===== src/rtl/tlb_refill_walker_if.sv =====
// Bundle of the TLB-miss, memory-read and TLB-write signals used by tlb_refill_walker.
// The master modport is the walker side; slave is the surrounding core/memory side.
interface tlb_refill_walker_if;
  logic        miss_req;
  logic [5:0]  miss_asid;
  logic [7:0]  miss_vpn;
  logic [15:0] ptbr;
  logic        busy;
  logic        mem_req;
  logic [15:0] mem_addr;
  logic [15:0] mem_rdata;
  logic        mem_ack;
  logic        tlb_we;
  logic [5:0]  tlb_asid;
  logic [7:0]  tlb_vpn;
  logic [7:0]  tlb_pfn;
  logic        tlb_v;
  logic        done;
  logic        fault;
  logic [1:0]  fault_code;

  modport master (
    input  miss_req, miss_asid, miss_vpn, ptbr, mem_rdata, mem_ack,
    output busy, mem_req, mem_addr, tlb_we, tlb_asid, tlb_vpn, tlb_pfn, tlb_v,
           done, fault, fault_code
  );

  modport slave (
    output miss_req, miss_asid, miss_vpn, ptbr, mem_rdata, mem_ack,
    input  busy, mem_req, mem_addr, tlb_we, tlb_asid, tlb_vpn, tlb_pfn, tlb_v,
           done, fault, fault_code
  );
endinterface


===== src/rtl/tlb_refill_walker.sv =====
// Hardware TLB refill engine: fetches the PTE for a missing {asid, vpn} and writes the TLB.
// Optional bus watchdog compiled in with `define TLB_REFILL_TIMEOUT_EN.
module tlb_refill_walker #(
  parameter int         PTE_V_BIT = 15,
  parameter logic [7:0] TIMEOUT   = 8'd255
) (
  input logic           clk,
  input logic           reset,
  tlb_refill_walker_if.master bus
);

  typedef enum logic [1:0] {IDLE, READ, WRITE, FAULT} state_t;

  state_t     state;
  logic [5:0] asid_q;
  logic [7:0] vpn_q;

`ifdef TLB_REFILL_TIMEOUT_EN
  logic [7:0] wait_cnt;
`else
  logic unused_timeout;
  assign unused_timeout = ^TIMEOUT;
`endif

  // All outputs are registered; pulses are cleared on the cycle after they are raised.
  always_ff @(posedge clk) begin
    if (!reset) begin
      state          <= IDLE;
      asid_q         <= '0;
      vpn_q          <= '0;
      bus.busy       <= 1'b0;
      bus.mem_req    <= 1'b0;
      bus.mem_addr   <= '0;
      bus.tlb_we     <= 1'b0;
      bus.tlb_asid   <= '0;
      bus.tlb_vpn    <= '0;
      bus.tlb_pfn    <= '0;
      bus.tlb_v      <= 1'b0;
      bus.done       <= 1'b0;
      bus.fault      <= 1'b0;
      bus.fault_code <= 2'b00;
`ifdef TLB_REFILL_TIMEOUT_EN
      wait_cnt       <= '0;
`endif
    end else begin
      case (state)
        IDLE: begin
          if (bus.miss_req) begin
            asid_q       <= bus.miss_asid;
            vpn_q        <= bus.miss_vpn;
            bus.mem_addr <= bus.ptbr + {2'b00, bus.miss_asid, bus.miss_vpn};
            bus.mem_req  <= 1'b1;
            bus.busy     <= 1'b1;
            state        <= READ;
`ifdef TLB_REFILL_TIMEOUT_EN
            wait_cnt     <= '0;
`endif
          end
        end

        READ: begin
          if (bus.mem_ack) begin
            bus.mem_req <= 1'b0;
            if (bus.mem_rdata[PTE_V_BIT]) begin
              bus.tlb_we   <= 1'b1;
              bus.done     <= 1'b1;
              bus.tlb_v    <= 1'b1;
              bus.tlb_pfn  <= bus.mem_rdata[7:0];
              bus.tlb_asid <= asid_q;
              bus.tlb_vpn  <= vpn_q;
              state        <= WRITE;
            end else begin
              bus.fault      <= 1'b1;
              bus.fault_code <= 2'b01;
              state          <= FAULT;
            end
          end
`ifdef TLB_REFILL_TIMEOUT_EN
          // An ack in the cycle the count reaches TIMEOUT takes priority above.
          else if (wait_cnt == TIMEOUT - 8'd1) begin
            bus.mem_req    <= 1'b0;
            bus.fault      <= 1'b1;
            bus.fault_code <= 2'b10;
            state          <= FAULT;
          end else begin
            wait_cnt <= wait_cnt + 8'd1;
          end
`endif
        end

        WRITE: begin
          bus.tlb_we <= 1'b0;
          bus.done   <= 1'b0;
          bus.busy   <= 1'b0;
          state      <= IDLE;
        end

        FAULT: begin
          bus.fault <= 1'b0;
          bus.busy  <= 1'b0;
          state     <= IDLE;
        end

        default: begin
          state <= IDLE;
        end
      endcase
    end
  end

endmodule


===== src/flat_wrapper.sv =====
// flat-port wrapper written by rule: the top's interface ports become plain ports
module tlb_refill_walker_flat 
#(
  parameter int         PTE_V_BIT = 15,
  parameter logic [7:0] TIMEOUT   = 8'd255
)
  (clk, reset, bus_miss_req, bus_miss_asid, bus_miss_vpn, bus_ptbr, bus_mem_rdata, bus_mem_ack, bus_busy, bus_mem_req, bus_mem_addr, bus_tlb_we, bus_tlb_asid, bus_tlb_vpn, bus_tlb_pfn, bus_tlb_v, bus_done, bus_fault, bus_fault_code);
  tlb_refill_walker_if bus_i ();
  input logic clk;
  input logic reset;
  input wire logic [$bits(bus_i.miss_req)-1:0] bus_miss_req;
  input wire logic [$bits(bus_i.miss_asid)-1:0] bus_miss_asid;
  input wire logic [$bits(bus_i.miss_vpn)-1:0] bus_miss_vpn;
  input wire logic [$bits(bus_i.ptbr)-1:0] bus_ptbr;
  input wire logic [$bits(bus_i.mem_rdata)-1:0] bus_mem_rdata;
  input wire logic [$bits(bus_i.mem_ack)-1:0] bus_mem_ack;
  output wire logic [$bits(bus_i.busy)-1:0] bus_busy;
  output wire logic [$bits(bus_i.mem_req)-1:0] bus_mem_req;
  output wire logic [$bits(bus_i.mem_addr)-1:0] bus_mem_addr;
  output wire logic [$bits(bus_i.tlb_we)-1:0] bus_tlb_we;
  output wire logic [$bits(bus_i.tlb_asid)-1:0] bus_tlb_asid;
  output wire logic [$bits(bus_i.tlb_vpn)-1:0] bus_tlb_vpn;
  output wire logic [$bits(bus_i.tlb_pfn)-1:0] bus_tlb_pfn;
  output wire logic [$bits(bus_i.tlb_v)-1:0] bus_tlb_v;
  output wire logic [$bits(bus_i.done)-1:0] bus_done;
  output wire logic [$bits(bus_i.fault)-1:0] bus_fault;
  output wire logic [$bits(bus_i.fault_code)-1:0] bus_fault_code;
  assign bus_i.miss_req = bus_miss_req;
  assign bus_i.miss_asid = bus_miss_asid;
  assign bus_i.miss_vpn = bus_miss_vpn;
  assign bus_i.ptbr = bus_ptbr;
  assign bus_i.mem_rdata = bus_mem_rdata;
  assign bus_i.mem_ack = bus_mem_ack;
  assign bus_busy = bus_i.busy;
  assign bus_mem_req = bus_i.mem_req;
  assign bus_mem_addr = bus_i.mem_addr;
  assign bus_tlb_we = bus_i.tlb_we;
  assign bus_tlb_asid = bus_i.tlb_asid;
  assign bus_tlb_vpn = bus_i.tlb_vpn;
  assign bus_tlb_pfn = bus_i.tlb_pfn;
  assign bus_tlb_v = bus_i.tlb_v;
  assign bus_done = bus_i.done;
  assign bus_fault = bus_i.fault;
  assign bus_fault_code = bus_i.fault_code;
  tlb_refill_walker #(.PTE_V_BIT(PTE_V_BIT), .TIMEOUT(TIMEOUT)) u_core (.clk(clk), .reset(reset), .bus(bus_i));
endmodule

===== config.mk =====
export PLATFORM = sky130hd
export DESIGN_NAME = tlb_refill_walker_flat
export DESIGN_NICKNAME = d
export VERILOG_FILES = /design/src/rtl/tlb_refill_walker_if.sv /design/src/rtl/tlb_refill_walker.sv /design/src/flat_wrapper.sv
export SDC_FILE = /design/constraint.sdc
export NUM_CORES = 1
export LEC_CHECK = 0
export CAP_MARGIN = 20
export CORE_MARGIN = 5
export CORE_UTILIZATION = 47
export DETAILED_ROUTE_END_ITERATION = 10
export GPL_ROUTABILITY_DRIVEN = 0
export GPL_TIMING_DRIVEN = 1
export PLACE_DENSITY = 0.87
export SYNTH_ARGS = -nofsm -noshare
export SYNTH_HDL_FRONTEND = slang
export SYNTH_SLANG_ARGS = --single-unit
export TNS_END_PERCENT = 100

===== constraint.sdc =====
create_clock -name clk -period 3.1 [get_ports clk]
set_clock_uncertainty 0.15 [all_clocks]
set_input_delay 0.465 -clock clk [delete_from_list [all_inputs] [get_ports clk]]
set_output_delay 0.465 -clock clk [all_outputs]
set_load 0.05 [all_outputs]

Yosys cells after proc, flatten, opt, wreduce, memory -nomap -nowiden
Cells that the tools add are included.
{"block": "classes", "n_mul": 0, "n_mux": 14, "magnitude_cmp": 0, "bitwise_logic": 1, "shifts": 0, "n_div": 0, "n_reduce_logical": 14, "n_addsub": 1, "n_eq_ne": 7}
{"op": "adder 16 x 14 -> 16 bit", "n": 1}
{"op": "AND reduction 3 bit", "n": 5}
{"op": "inequality test 2 bit (second input constant)", "n": 4}
{"op": "case mux 1 bit (2 select lines)", "n": 4}
{"op": "nonzero test 2 bit", "n": 4}
{"op": "two-way mux 1 bit", "n": 7}
{"op": "case mux 2 bit (3 select lines)", "n": 1}
{"op": "AND reduction 2 bit", "n": 3}
{"op": "equality test 2 bit (second input constant)", "n": 2}
{"op": "two-way mux 2 bit", "n": 2}
{"op": "equality test 2 x 1 -> 1 bit (second input constant)", "n": 1}
{"op": "zero test 2 bit", "n": 1}
{"op": "OR reduction 2 bit", "n": 1}
{"op": "NOT 1 bit", "n": 1}
{"block": "totals", "rom_bits": 0, "latchBits": 0, "memories": 0, "ram_bits": 0, "word_cells": 50, "out_inout_bits": 46, "reg_bits": 60, "input_bits": 50}

Depth between registers and ports, before layout
Gate-level depths: netlist (run 1).
{"block": "depth", "ltp_word": 4, "depth_mapped": 8}

Least setup slack after synthesis (run 1)
Ideal clock, no wire load.
{"block": "synth_timing", "path_kind": "input to register", "from": "input bus_ptbr[0]", "to": "register u_core.bus.mem_addr[14]", "path_buffers": 0, "t_arrival_ns": 2.293, "path_stages": 8, "required_ns": 2.816, "path_slack_ns": 0.523, "setup_time_ns": 0.134, "path_cell_list": "ha_1 -> inv_1 -> fa_1 -> and2b_1 -> o2111ai_2 -> a21o_1 -> and3_1 -> or4_1"}
{"block": "synth_via", "elab_chain_cells": 1}
{"item": "start, declared", "line_no": "flat_wrapper.sv:14", "text": "input wire logic [$bits(bus_i.ptbr)-1:0] bus_ptbr;"}
{"item": "adder 16 x 14 -> 16 bit", "line_no": "tlb_refill_walker.sv:51", "text": "bus.mem_addr <= bus.ptbr + {2'b00, bus.miss_asid, bus.miss_vpn};"}
{"item": "end signal, assigned", "line_no": "tlb_refill_walker.sv:51"}
{"item": "end, declared", "line_no": "tlb_refill_walker_if.sv:24", "text": "output busy, mem_req, mem_addr, tlb_we, tlb_asid, tlb_vpn, tlb_pfn, tlb_v,"}
Every way passes these cells.
A chain may end at the register's enable or synchronous reset.

Worst setup path after layout (run 1)
{"block": "layout_timing", "from": "input bus_miss_vpn[0]", "to": "register u_core.bus.mem_addr[14]"}
{"block": "layout_via", "elab_chain_cells": 1}
{"item": "start, declared", "line_no": "flat_wrapper.sv:13", "text": "input wire logic [$bits(bus_i.miss_vpn)-1:0] bus_miss_vpn;"}
{"item": "adder 16 x 14 -> 16 bit", "line_no": "tlb_refill_walker.sv:51"}
Every way passes these cells.

==> results.tsv, run 1 <==
metric	value	unit
drv_slew	0	
synth.distinct_cells	59	
cts-root-buf	clkbuf_8	
hold_viol	0	
end_kind	flop	
n_antenna_cell	0	
syn-num-nets	432	
required	3.17	ns
wl	8360	um
reg2reg_to	u_core.bus.tlb_vpn[4]$_SDFFE_PN0P_	
start_kind	primary input	
drc_errors	0	
syn-cell-area	0.00307	mm2
multi_input_area	0.00171	mm2
critPathSlowestCell	or4_1	
dieArea	0.00825	mm2
rr_worst_depth	5	
finish.utilization	0.657	
yosys.area_share.xor_xnor	0.00856	
critPathArrivalTime	2.85	ns
grt_setup_unrepaired	no	
start_util	0.483	
dp_hpwl	6260	um
yosysWarnings	0	
clock_latency	0.35	ns
setup-tns-final	0	ns
setup_viol	0	
critical_path.cell_chain	clkdlybuf4s50_1 > ha_1 > inv_1 > fa_1 > and2b_1 > o2111ai_2 > a21o_1 > and3_1 > or4_1	
synth_edf_count	0	
postCtsSetupBuffers	0	
synthArstFlopShare	0	
synthAdderAreaFrac	0.0636	
vdd_drop_max	323	uV
grtUsageTotal	0.203	
cts_max_path_buffers	2	
pwr_density_cell	470	mW/mm2
crit_type	in2reg	
path_max_fanout	2	
clock_sinks	60	
period_needed	2.78	ns
slowest_delay	0.50	ns
antenna_found_initial	0	
grt_pass1_wl	13700	um
holdPathStages	2	
htreeDepth	3	
coreArea	0.00635	mm2
hold_buffers	0	
muxShareOfSynthArea	0.00367	
layout-drive-gt1-share	0.0873	
fill_cells	536	
regArea	0.00120	mm2
ios	96	
drv_cap	0	
wl_per_cell	15.6	um
relSlewSlack	0.468	
leakage	1.60	nW
cts_tree	done	
synth_top_family_by_area	compound AO/OA/AOI/OAI gates	
grt_pass1_vias	2915	
rows	29	
syn_area_per_cell	8.36	um2
fin_area	0.00417	mm2
worst_slack	0.324	ns
num_vias	2976	
synth-simple-area-share	0.199	
netlist_instances	367	
dpl_cell_area	0.00400	mm2
die_h	90.8	um
grt_overflow	0	
avgViaCountPerCell	5.56	
port_buffers	87	
hold_start	u_core.bus.tlb_asid[0]$_SDFFE_PN0P_	
clkTransAtPathRegs	0.07	ns
dr.pass1.iters	4	
min_to	u_core.bus.tlb_asid[0]$_SDFFE_PN0P_	
cp-startpoint	bus_miss_vpn[0]	
rrSetupSlack	1.11	ns
holdCritPathClass	reg2reg	
r2r_start	u_core.state[0]$_SDFFE_PN0P_	
ant_nets	0	
grt_max_degree	39	
crit_family	simple AND/OR/NAND/NOR gates	
cts-buffers-inserted	9	
finalCritPeriodShare	0.895	
drtIter0Drc	102	
crit_buf_inv	2	
placed_cells	519	
synth_compound_area_frac	0.279	
tightest_slew	0.796	ns
nets	518	
clock.fmax	360	MHz
dp_slack	-0.0174	ns
areaGrowthSynthToFinish	36.0	%
synth-seq-cells	60	
seq_area_frac_synth	0.391	
run_status	finished clean	
die_w	90.8	um
final_cell_count_no_fill	535	
post_cts_resized	0	
synthFlopType	dfxtp_1	
==> worst max-delay path by stage <==
stage          depth (start not counted)                                    to
4_1_cts                                9  u_core.bus.mem_addr[14]$_SDFFE_PN0P_
5_1_grt                                9  u_core.bus.mem_addr[14]$_SDFFE_PN0P_
3_3_place_gp                           9  u_core.bus.mem_addr[14]$_SDFFE_PN0P_
6_report                               9  u_core.bus.mem_addr[14]$_SDFFE_PN0P_
3_5_place_dp                           9  u_core.bus.mem_addr[14]$_SDFFE_PN0P_
2_1_floorplan                          8  u_core.bus.mem_addr[14]$_SDFFE_PN0P_
==> cell families (layout without fill, tap and decap cells) <==
kind of cell	after synthesis	in the layout
other	1	1
AOI/OAI and AO/OA	117	117
and+or+nand+nor	137	137
muxes	1	1
xor gates and xnor gates	3	3
adders and majority gates	15	15
DFF	60	60
buffers and inverters	33	124
==> placed cells by master (no fill, tap or decap), types with 10 or more instances in the layout <==
master	count
buf_4	12
a21boi_0	42
ha_1	14
a21oi_1	16
nand2_1	90
dfxtp_1	60
o21ai_0	10
clkbuf_8	10
clkdlybuf4s50_1	86
nand3_1	13
==> cells in the mapped netlist (3+ instances only) <==
cell type,number,area (um2)
a21boi_0,42,315
a21o_1,6,45.0
a21oi_1,16,80.1
a31oi_1,3,18.8
and2_1,4,25.0
and3_1,3,18.8
buf_2,4,20.0
buf_4,3,22.5
clkbuf_1,14,52.6
dfxtp_1,60,1200
ha_1,14,175
inv_1,9,33.8
nand2_1,90,338
nand3_1,13,65.1
nor2_1,9,33.8
nor3_1,4,20.0
o211ai_1,6,45.0
o21a_1,6,45.0
o21ai_0,10,50.1
==> metal layers <==
metal,up-vias,part of all wire,track usage
met2,120,0.47,0.327
met3,11,0.072,0.0550
met1,1380,0.44,0.260
met5,-,0,0
met4,0,0.013,0.0746
li1,1465,-,-
==> where the power goes <==
part           total, mW  switching (mW)  internal [mW]
Clock              0.628           0.319          0.309
Sequential         0.839          0.0256          0.814
Combinational      0.495           0.294          0.201
Total               1.96           0.639           1.32
==> worst reg2reg max path, cell delays in order, from the launching register on <==
cell and delay (ns):
dfxtp_1 0.48, nand2_1 0.15, nor2_1 0.21, nand2_1 0.51
nand2_1 0.25, a21boi_0 0.12
==> area by class of cell <==
type | instances | area share
flip-flops and latches | 60 | 0.288
well taps | 77 | 0.0231
clock inverters | 6 | 0.00959
repair buffers | 99 | 0.229
clock buffers | 10 | 0.0330
inverters | 9 | 0.00809
multi-input cells | 274 | 0.409
==> stage by stage <==
step	hold WS, ns	power, mW
2_1_floorplan	0.291	1.17
3_3_place_gp	0.297	1.33
3_5_place_dp	0.305	1.35
4_1_cts	0.315	1.97
5_1_grt	0.343	2.05
6_report	0.311	1.96
==> registers in the layout, indices dropped and copies added (netlist names) <==
name,flops
u_core.asid_q,6
u_core.bus.busy,1
u_core.bus.fault,1
u_core.bus.fault_code,1
u_core.bus.mem_addr,16
u_core.bus.mem_req,1
u_core.bus.tlb_asid,6
u_core.bus.tlb_pfn,8
u_core.bus.tlb_v,1
u_core.bus.tlb_vpn,8
u_core.bus.tlb_we,1
u_core.state,2
u_core.vpn_q,8
No activity file was read; power rests on OpenSTA's default activity.
==> run 2, diff against run 1 <==
--- a/config.mk
+++ b/config.mk
@@ -11,6 +11,7 @@
 export DETAILED_ROUTE_END_ITERATION = 10
 export GPL_ROUTABILITY_DRIVEN = 0
 export GPL_TIMING_DRIVEN = 1
+export HOLD_SLACK_MARGIN = 0.06
 export PLACE_DENSITY = 0.87
 export SYNTH_ARGS = -nofsm -noshare
 export SYNTH_HDL_FRONTEND = slang
==> results of run 2 <==
The final DEF is identical to that of run 1; final timing and power are the same.
